**src/rtl/avalon_s_pkg.sv**
```systemverilog
`default_nettype none
// ============================================================================
// Module   : avalon_s_pkg
// Brief    : Shared types for the Avalon weighted round-robin arbiter.
// Revision : 1.0 - initial release
// ============================================================================
package avalon_s_pkg;

    typedef enum logic [0:0] {
        ARB   = 1'b0,
        GRANT = 1'b1
    } arb_state_t;

endpackage
`default_nettype wire

```
**src/rtl/avalon_s_rr_pick.sv**
```systemverilog
`default_nettype none
// ============================================================================
// Module   : avalon_s_rr_pick
// Brief    : Combinational round-robin picker; searches from i_ptr+1 upward.
// Revision : 1.0 - initial release
// ============================================================================
module avalon_s_rr_pick #(
    parameter int NH = 2,
    parameter int IW = $clog2(NH)
) (
    input  logic [NH-1:0] i_req,
    input  logic [IW-1:0] i_ptr,
    output logic [NH-1:0] o_winner,
    output logic [IW-1:0] o_winner_idx,
    output logic          o_valid
);

    localparam int c_SW = IW + 2;

    logic [NH-1:0]   w_rot;
    logic [IW-1:0]   w_off;
    logic [c_SW-1:0] w_sum;

    always_comb begin
        // Shift of the doubled vector rotates so bit 0 corresponds to host ptr+1
        w_rot = NH'({i_req, i_req} >> (c_SW'(i_ptr) + c_SW'(1)));
        w_off = '0;
        for (int i = NH - 1; i >= 0; i--) begin
            if (w_rot[i]) begin
                w_off = IW'(i);
            end
        end
        w_sum = c_SW'(i_ptr) + c_SW'(w_off) + c_SW'(1);
        if (w_sum >= c_SW'(NH)) begin
            w_sum = w_sum - c_SW'(NH);
        end
        o_winner_idx = w_sum[IW-1:0];
        o_valid      = |i_req;
        o_winner     = o_valid ? (NH'(1) << o_winner_idx) : '0;
    end

endmodule
`default_nettype wire

```
**src/rtl/avalon_s_wrr_arbiter.sv**
```systemverilog
`default_nettype none
// ============================================================================
// Module   : avalon_s_wrr_arbiter
// Brief    : Weighted round-robin arbiter sharing one Avalon device among NH hosts.
// Revision : 1.0 - initial release
// ============================================================================
module avalon_s_wrr_arbiter
    import avalon_s_pkg::*;
#(
    parameter int NH = 2,
    parameter int DW = 32,
    parameter int AW = 32,
    parameter int WW = 4
) (
    input  logic                         clk,
    input  logic                         rst,
    input  logic [NH-1:0]                hosts_avn_read,
    input  logic [NH-1:0]                hosts_avn_write,
    input  logic [NH-1:0][AW-1:0]        hosts_avn_address,
    input  logic [NH-1:0][DW/8-1:0]      hosts_avn_byte_enable,
    input  logic [NH-1:0][DW-1:0]        hosts_avn_writedata,
    output logic [NH-1:0][DW-1:0]        hosts_avn_readdata,
    output logic [NH-1:0]                hosts_avn_waitrequest,
    output logic                         device_avn_read,
    output logic                         device_avn_write,
    output logic [AW-1:0]                device_avn_address,
    output logic [DW/8-1:0]              device_avn_byte_enable,
    output logic [DW-1:0]                device_avn_writedata,
    input  logic [DW-1:0]                device_avn_readdata,
    input  logic                         device_avn_waitrequest,
    input  logic [NH-1:0][WW-1:0]        cfg_weight,
    output logic [NH-1:0]                grant
);

    localparam int             IW          = $clog2(NH);
    localparam logic [IW-1:0]  c_PTR_RESET = IW'(NH - 1);

    arb_state_t    r_state_q,  w_state_d;
    logic [NH-1:0] r_grant_q,  w_grant_d;
    logic [IW-1:0] r_gidx_q,   w_gidx_d;
    logic [IW-1:0] r_ptr_q,    w_ptr_d;
    logic [WW-1:0] r_credit_q, w_credit_d;

    logic [NH-1:0] w_req;
    logic [NH-1:0] w_pick;
    logic [IW-1:0] w_pick_idx;
    logic          w_pick_valid;
    logic [WW-1:0] w_pick_weight;
    logic          w_greq;
    logic          w_accept;

    assign w_req         = hosts_avn_read | hosts_avn_write;
    assign w_pick_weight = cfg_weight[w_pick_idx];
    assign w_greq        = w_req[r_gidx_q];
    assign w_accept      = (r_state_q == GRANT) && w_greq && !device_avn_waitrequest;
    assign grant         = r_grant_q;

    avalon_s_rr_pick #(
        .NH (NH),
        .IW (IW)
    ) u_pick (
        .i_req        (w_req),
        .i_ptr        (r_ptr_q),
        .o_winner     (w_pick),
        .o_winner_idx (w_pick_idx),
        .o_valid      (w_pick_valid)
    );

    always_comb begin
        w_state_d  = r_state_q;
        w_grant_d  = r_grant_q;
        w_gidx_d   = r_gidx_q;
        w_ptr_d    = r_ptr_q;
        w_credit_d = r_credit_q;
        case (r_state_q)
            ARB: begin
                if (w_pick_valid) begin
                    w_state_d  = GRANT;
                    w_grant_d  = w_pick;
                    w_gidx_d   = w_pick_idx;
                    w_ptr_d    = w_pick_idx;
                    w_credit_d = (w_pick_weight == '0) ? WW'(1) : w_pick_weight;
                end
            end
            GRANT: begin
                // A dropped request is treated like the final accept: release
                if (!w_greq || (w_accept && (r_credit_q <= WW'(1)))) begin
                    w_state_d  = ARB;
                    w_grant_d  = '0;
                    w_credit_d = '0;
                end else if (w_accept) begin
                    w_credit_d = r_credit_q - WW'(1);
                end
            end
            default: begin
                w_state_d = ARB;
                w_grant_d = '0;
            end
        endcase
    end

    always_ff @(posedge clk or posedge rst) begin
        if (rst) begin
            r_state_q  <= ARB;
            r_grant_q  <= '0;
            r_gidx_q   <= '0;
            r_ptr_q    <= c_PTR_RESET;
            r_credit_q <= '0;
        end else begin
            r_state_q  <= w_state_d;
            r_grant_q  <= w_grant_d;
            r_gidx_q   <= w_gidx_d;
            r_ptr_q    <= w_ptr_d;
            r_credit_q <= w_credit_d;
        end
    end

    always_comb begin
        device_avn_read        = 1'b0;
        device_avn_write       = 1'b0;
        device_avn_address     = '0;
        device_avn_byte_enable = '0;
        device_avn_writedata   = '0;
        if (r_state_q == GRANT) begin
            device_avn_read        = hosts_avn_read[r_gidx_q];
            device_avn_write       = hosts_avn_write[r_gidx_q];
            device_avn_address     = hosts_avn_address[r_gidx_q];
            device_avn_byte_enable = hosts_avn_byte_enable[r_gidx_q];
            device_avn_writedata   = hosts_avn_writedata[r_gidx_q];
        end
    end

    for (genvar h = 0; h < NH; h++) begin : g_host
        assign hosts_avn_waitrequest[h] = !((r_state_q == GRANT) && r_grant_q[h] &&
                                            !device_avn_waitrequest);
        assign hosts_avn_readdata[h]    = device_avn_readdata;
    end

endmodule
`default_nettype wire

```
**config.mk**
```make
export PLATFORM = sky130hd
export DESIGN_NAME = avalon_s_wrr_arbiter
export DESIGN_NICKNAME = d
export VERILOG_FILES = /design/src/rtl/avalon_s_pkg.sv /design/src/rtl/avalon_s_rr_pick.sv /design/src/rtl/avalon_s_wrr_arbiter.sv
export SDC_FILE = /design/constraint.sdc
export NUM_CORES = 1
export LEC_CHECK = 0
export CAP_MARGIN = 10
export CORE_AREA = 5 5 123 125
export DETAILED_ROUTE_END_ITERATION = 8
export DIE_AREA = 0 0 128 130
export PLACE_DENSITY = 0.58
export SYNTH_ARGS = -nofsm -noshare
export SYNTH_HDL_FRONTEND = slang
export SYNTH_SLANG_ARGS = --single-unit
```
**constraint.sdc**
```tcl
create_clock -name clk -period 1.8 [get_ports clk]
set_clock_uncertainty 0.15 [all_clocks]
set_input_delay 0.27 -clock clk [delete_from_list [all_inputs] [get_ports clk]]
set_output_delay 0.27 -clock clk [all_outputs]
set_load 0.01 [all_outputs]
```
==> results of run 1 <==
-- kinds of logic (layout without fill, tap and decap cells) --
family,Yosys count,count (layout),synth area share [%]
adder cells (fa/ha/maj),2,2,1.09
AND/OR/NAND/NOR,94,94,24.8
AO/OA/AOI/OAI,28,28,8.31
flip-flops,9,9,9.83
multiplexers,72,72,31.3
buffers and inverters,85,264,24.7
-- worst paths after layout --
check                               from             to  slack (ps)  cells after the start
worst max-delay path            r_gidx_q  r_credit_q[0]        -150                      6
worst min-delay path                 rst       grant[1]         160                      2
worst max register to register  r_gidx_q  r_credit_q[0]        -150                      6
worst min register to register  grant[1]       grant[1]         370                      1
max in group asynchronous            rst        r_ptr_q        1030                      2
min in group clk                grant[1]       grant[1]         370                      1
-- area by class of cell --
cell class / instances / area share [%]
timing repair buffer: 256 / 52.7
multi-input combinational: 196 / 34.9
sequential: 9 / 5.20
tap: 180 / 5.06
clock buffer: 4 / 1.77
inverter: 4 / 0.337
-- report_power, final --
part           leakage, nW  total [mW]  internal [mW]  switching (mW)
Sequential           0.106       0.411          0.323          0.0875
Combinational         1.83        4.83           2.68            2.15
Clock               0.0382       0.394          0.296          0.0983
Total                 1.97        5.64           3.30            2.34
-- through the flow --
stage	total power, mW	cells	area [um^2]	setup WS (ps)	setup TNS, ps
2_1_floorplan	2.88	290	2300	129	0
3_3_place_gp	5.11	632	4420	-197	-11280
3_5_place_dp	5.14	632	4420	-227	-11890
4_1_cts	5.71	648	4430	-152	-4040
5_1_grt	6.06	649	4450	-196	-6930
6_report	5.64	649	4450	-154	-2370
-- Yosys cell counts (2+ instances only) --
| library cell | n | area share (%) |
|---|---|---|
| o221ai_1 | 4 | 1.5 |
| or3_1 | 4 | 1.1 |
| o21ai_1 | 3 | 0.65 |
| o31ai_1 | 2 | 0.65 |
| buf_2 | 8 | 1.7 |
| inv_1 | 4 | 0.65 |
| o2bb2ai_1 | 2 | 0.76 |
| clkbuf_1 | 9 | 1.5 |
| o211ai_1 | 2 | 0.65 |
| ha_1 | 2 | 1.1 |
| nor3_1 | 3 | 0.65 |
| o21ai_0 | 6 | 1.3 |
| nor2b_1 | 71 | 19 |
| dfrtp_1 | 8 | 8.7 |
| buf_4 | 64 | 21 |
| mux2i_1 | 71 | 31 |
| nor2_1 | 4 | 0.65 |
| a21oi_1 | 3 | 0.65 |
| nand2_1 | 5 | 0.81 |
-- cells in the final DEF, fill, tap and decap left out, types with 4 or more instances in the layout --
cell type	netlist	layout
clkbuf_16	0	4
nand2_1	5	4
clkdlybuf4s50_1	0	151
buf_16	0	6
dfrtp_1	8	6
buf_4	64	17
nor2_1	4	4
nor2b_1	71	70
mux2i_2	0	4
o21ai_1	3	4
buf_2	8	70
inv_1	4	4
mux2i_1	71	66
o21ai_0	6	5
-- flip-flops by register name, indices dropped and copies added, names as in the netlist --
name and cells:
r_credit_q 4, r_state_q 1, grant 2, r_gidx_q 1, r_ptr_q 1
-- worst max-delay path, cell delays in order, from the launching register on --
cell and delay [ps]:
dfrtp_4 490, buf_8 150, buf_6 110, or3_4 370, and3_4 210, or3_1 300
o211ai_1 80
-- repair_timing --
item	4_1_cts	5_1_grt
cloned	6	1
buffers inserted	6	1
resized for setup	301	5
endpoints found under the setup margin	72	76
pin swaps	1	1
-- per-layer routing --
metal	up-vias	share of wire (%)	wire (um)
li1	1288	-	-
met1	1175	38	3850
met2	155	52	5350
met3	29	8.7	896
met4	0	1.6	163
met5	-	0	0
==> flow_summary.json, run 1 <==
{
  "regArea_um2": 231,
  "vias": 2647,
  "relSlewSlack_pct": 75.8,
  "area_growth_pct": 93.1,
  "track_usage_pct": 10.9,
  "dieArea_mm2": 0.0166,
  "num_rows": 43,
  "synthesis.nets": 475,
  "clkLatencyLatePin_ps": 240,
  "finalSetupViolCount": 65,
  "overflow": 0,
  "met3_usage_pct": 2.66,
  "final_util_pct": 32.3,
  "cts_max_level": 1,
  "numPortBuffers": 224,
  "postRouteAntennaNets": 0,
  "fin_ws_ps": -154,
  "synth_area_mm2": 0.00230,
  "clockBufferDepth": 2,
  "grt_busiest_layer": "met2",
  "drv_slew": 0,
  "startpoint_type": "register",
  "cts.sinks": 9,
  "drive_gt1_share_pct": 25.4,
  "syn_avg_cell_area_um2": 7.95,
  "crit_required_ps": 1800,
  "routedWlPerCell_um": 15.8,
  "netlist_instances": 290,
  "cts_inserted_buffers": 3,
  "worst_pin_slew_ps": 362,
  "cts_tree": "done",
  "grt_pass1_wl_um": 14800,
  "drc": 0,
  "async_reset_ff_share_pct": 100,
  "holdWs_ps": 163,
  "ys_ff_latch": 9,
  "yosysWarnings": 0,
  "core_mm2": 0.0138,
  "io_pins": 321,
  "dp_hpwl_um": 7880,
  "fmax_mhz": 512,
  "dr.pass1.iters": 4,
  "multi_input_area_mm2": 0.00155,
  "status": "finished with violations",
  "rsz0062_at_grt": "true",
  "path_class": "reg2reg",
  "path_max_fanout": 4,
  "p_leak_nw": 1.97,
  "hp-class": "in2async",
  "synth-edff-count": 0,
  "ys_seq_area_share_pct": 9.83,
  "crit_path_end_kind": "register",
  "die_y_um": 130,
  "routed_wl_um": 10300,
  "power.density_mw_per_mm2": 1270,
  "ctsHoldBuffers": 0,
  "fp.dieW_um": 128,
  "start_util_pct": 16.7,
  "arrival_ps": 1960,
  "gp_congestion": 0.816,
  "finalNetCount": 655,
  "min_period_ps": 1950,
  "use_met1_pct": 12.2,
  "antenna_found_initial": 0,
  "viasPerCell": 4.08,
  "grt_pass1_vias": 2782,
  "vdd_ir_drop_max_v": 0.000462,
  "fill_cells": 1472,
  "path_clk_slew_ps": 40,
  "drtIter0Drc": 72,
  "cts-root-buf": "clkbuf_16",
  "diodes": 0,
  "grtUsageMet2_pct": 20.9,
  "synth_flop_cell": "dfrtp_1",
  "fin_crit_sh_pct": 109,
  "synth_cell_types": 34,
  "violations": "setup timing",
  "maxCapViolations": 0,
  "grt_max_degree": 37,
  "hold_viol": 0
}
(Power assumes the default switching activity.)
==> run 2, diff against run 1 <==
- PLACE_DENSITY: 0.58 -> 0.67
==> run 2 against run 1 <==
Against the previous run:
- the run still ends with setup timing left
- global-route usage increased by 1.0 points
- register-to-register slack improved by 20 ps
- hold slack improved by 13 ps
==> flow_summary.json, run 2 (synthesized netlist as in run 1, its figures left out) <==
{
  "status": "finished with violations",
  "violations": "setup timing",
  "drc": 0,
  "finalSetupViolCount": 72,
  "viasPerCell": 4.14,
  "ctsHoldBuffers": 0,
  "largest_reg_flops": 4,
  "relSlewSlack_pct": 75.0,
  "clkLatencyLatePin_ps": 240,
  "area_growth_pct": 98.0,
  "vdd_ir_drop_max_v": 0.000784,
  "stdcell_area_mm2": 0.00456,
  "clockBufferDepth": 2,
  "cts_max_level": 1,
  "reg2regPathDepth": 5,
  "power.density_mw_per_mm2": 1310,
  "layout_commonest_cell": "clkdlybuf4s50_1",
  "reg2reg_slack_ps": -130,
  "dp_hpwl_um": 8260,
  "dr.pass1.iters": 4,
  "routed_wl_um": 10900,
  "vias": 2711,
  "dieArea_mm2": 0.0166,
  "fp.dieW_um": 128,
  "antenna_found_initial": 0,
  "finalNetCount": 661,
  "fin_setup_tns_ps": -4560,
  "crit_path_end_kind": "register",
  "gp_congestion": 0.891,
  "track_usage_pct": 11.9,
  "rsz0062_at_grt": "true",
  "maxCapViolations": 0,
  "hp-class": "in2async",
  "cts_inserted_buffers": 3,
  "grt_max_degree": 53,
  "io_pins": 321,
  "startpoint_type": "register",
  "path_clk_slew_ps": 40,
  "path_max_fanout": 5,
  "regMostFlops": "r_credit_q",
  "holdWs_ps": 176,
  "diodes": 0,
  "cts.sinks": 9,
  "drtIter0Drc": 39,
  "r2r-start": "r_gidx_q",
  "p_total_mw": 6.00,
  "grt_pass1_wl_um": 15600,
  "final_cell_mix": "151 x clkdlybuf4s50_1, 71 x nor2b_1, 70 x mux2i_1, 70 x buf_2, 21 x buf_4",
  "die_y_um": 130,
  "num_rows": 43,
  "numPortBuffers": 224,
  "core_mm2": 0.0138,
  "fmax_mhz": 517,
  "overflow": 0,
  "path_class": "reg2reg",
  "grt_pass1_vias": 2880,
  "fin_ws_ps": -133,
  "fin_crit_sh_pct": 107,
  "routedWlPerCell_um": 16.6,
  "arrival_ps": 1930,
  "cts_tree": "done",
  "worstReg2RegEnd": "r_credit_q[0]",
  "cts-root-buf": "clkbuf_16",
  "dpl_cell_area_mm2": 0.00440,
  "hold_viol": 0,
  "min_period_ps": 1930,
  "worst_pin_slew_ps": 375,
  "start_util_pct": 16.7,
  "p_leak_nw": 2.04,
  "drv_slew": 0,
  "crit_required_ps": 1800,
  "postRouteAntennaNets": 0,
  "final_util_pct": 33.1,
  "drive_gt1_share_pct": 25.7
}
-- run 2: cell types whose count changed in the layout (fill, tap and decap cells not counted), moves of 3 or more --
cell | previous run | this run
buf_6 | 3 | 0
mux2i_1 | 66 | 70
buf_12 | 3 | 6
buf_16 | 6 | 11
mux2i_2 | 4 | 0
buf_4 | 17 | 21
-- run 2: timing repair --
item / CTS / global route
setup buffers: 4 / 8
cloned: 9 / 0
resized for setup: 291 / 11
setup endpoints to repair: 74 / 75
pin swaps: 0 / 3
-- run 2: per-stage QoR --
stage                     cells  setup WS (ps)
after floorplan             290            129
after global placement      630           -237
after detailed placement    630           -278
after CTS                   647           -180
after global routing        655           -176
final                       655           -133
-- run 2: worst max-delay path by stage --
stage | end | cells past startpoint | start | slack [ps]
6_report | r_credit_q[0] | 5 | r_gidx_q | -130
3_3_place_gp | device_avn_write | 4 | hosts_avn_write[0] | -240
2_1_floorplan | r_credit_q[0] | 5 | r_gidx_q | 130
5_1_grt | device_avn_address[9] | 5 | r_gidx_q | -180
4_1_cts | device_avn_address[11] | 4 | r_gidx_q | -180
3_5_place_dp | r_credit_q[0] | 5 | hosts_avn_write[0] | -280
-- run 2: power by group --
group / internal [mW] / switching, mW
sequential: 0.324 / 0.125
combinational: 2.93 / 2.22
clock: 0.297 / 0.102
-- run 2: area by class of cell --
type                    instances  area [um^2]
fillers                      1468         9210
repair buffers                262         2470
multi-input cells             196         1550
flip-flops and latches          9          231
well taps                     180          225
clock buffers                   4         78.8
inverters                       4         15.0
-- run 2: worst max-delay path, cell delays in order (launching register included) --
cell and delay, ps:
dfrtp_4 530, buf_12 170, or3_4 390, and3_4 170, or3_1 310, o211ai_1 110
-- run 2: layer usage --
layer	wire, um	track usage [%]	vias up
met5	0	0	-
li1	-	-	1303
met4	374	5.06	0
met2	5560	22.4	159
met1	3840	12.5	1216
met3	1090	3.27	33
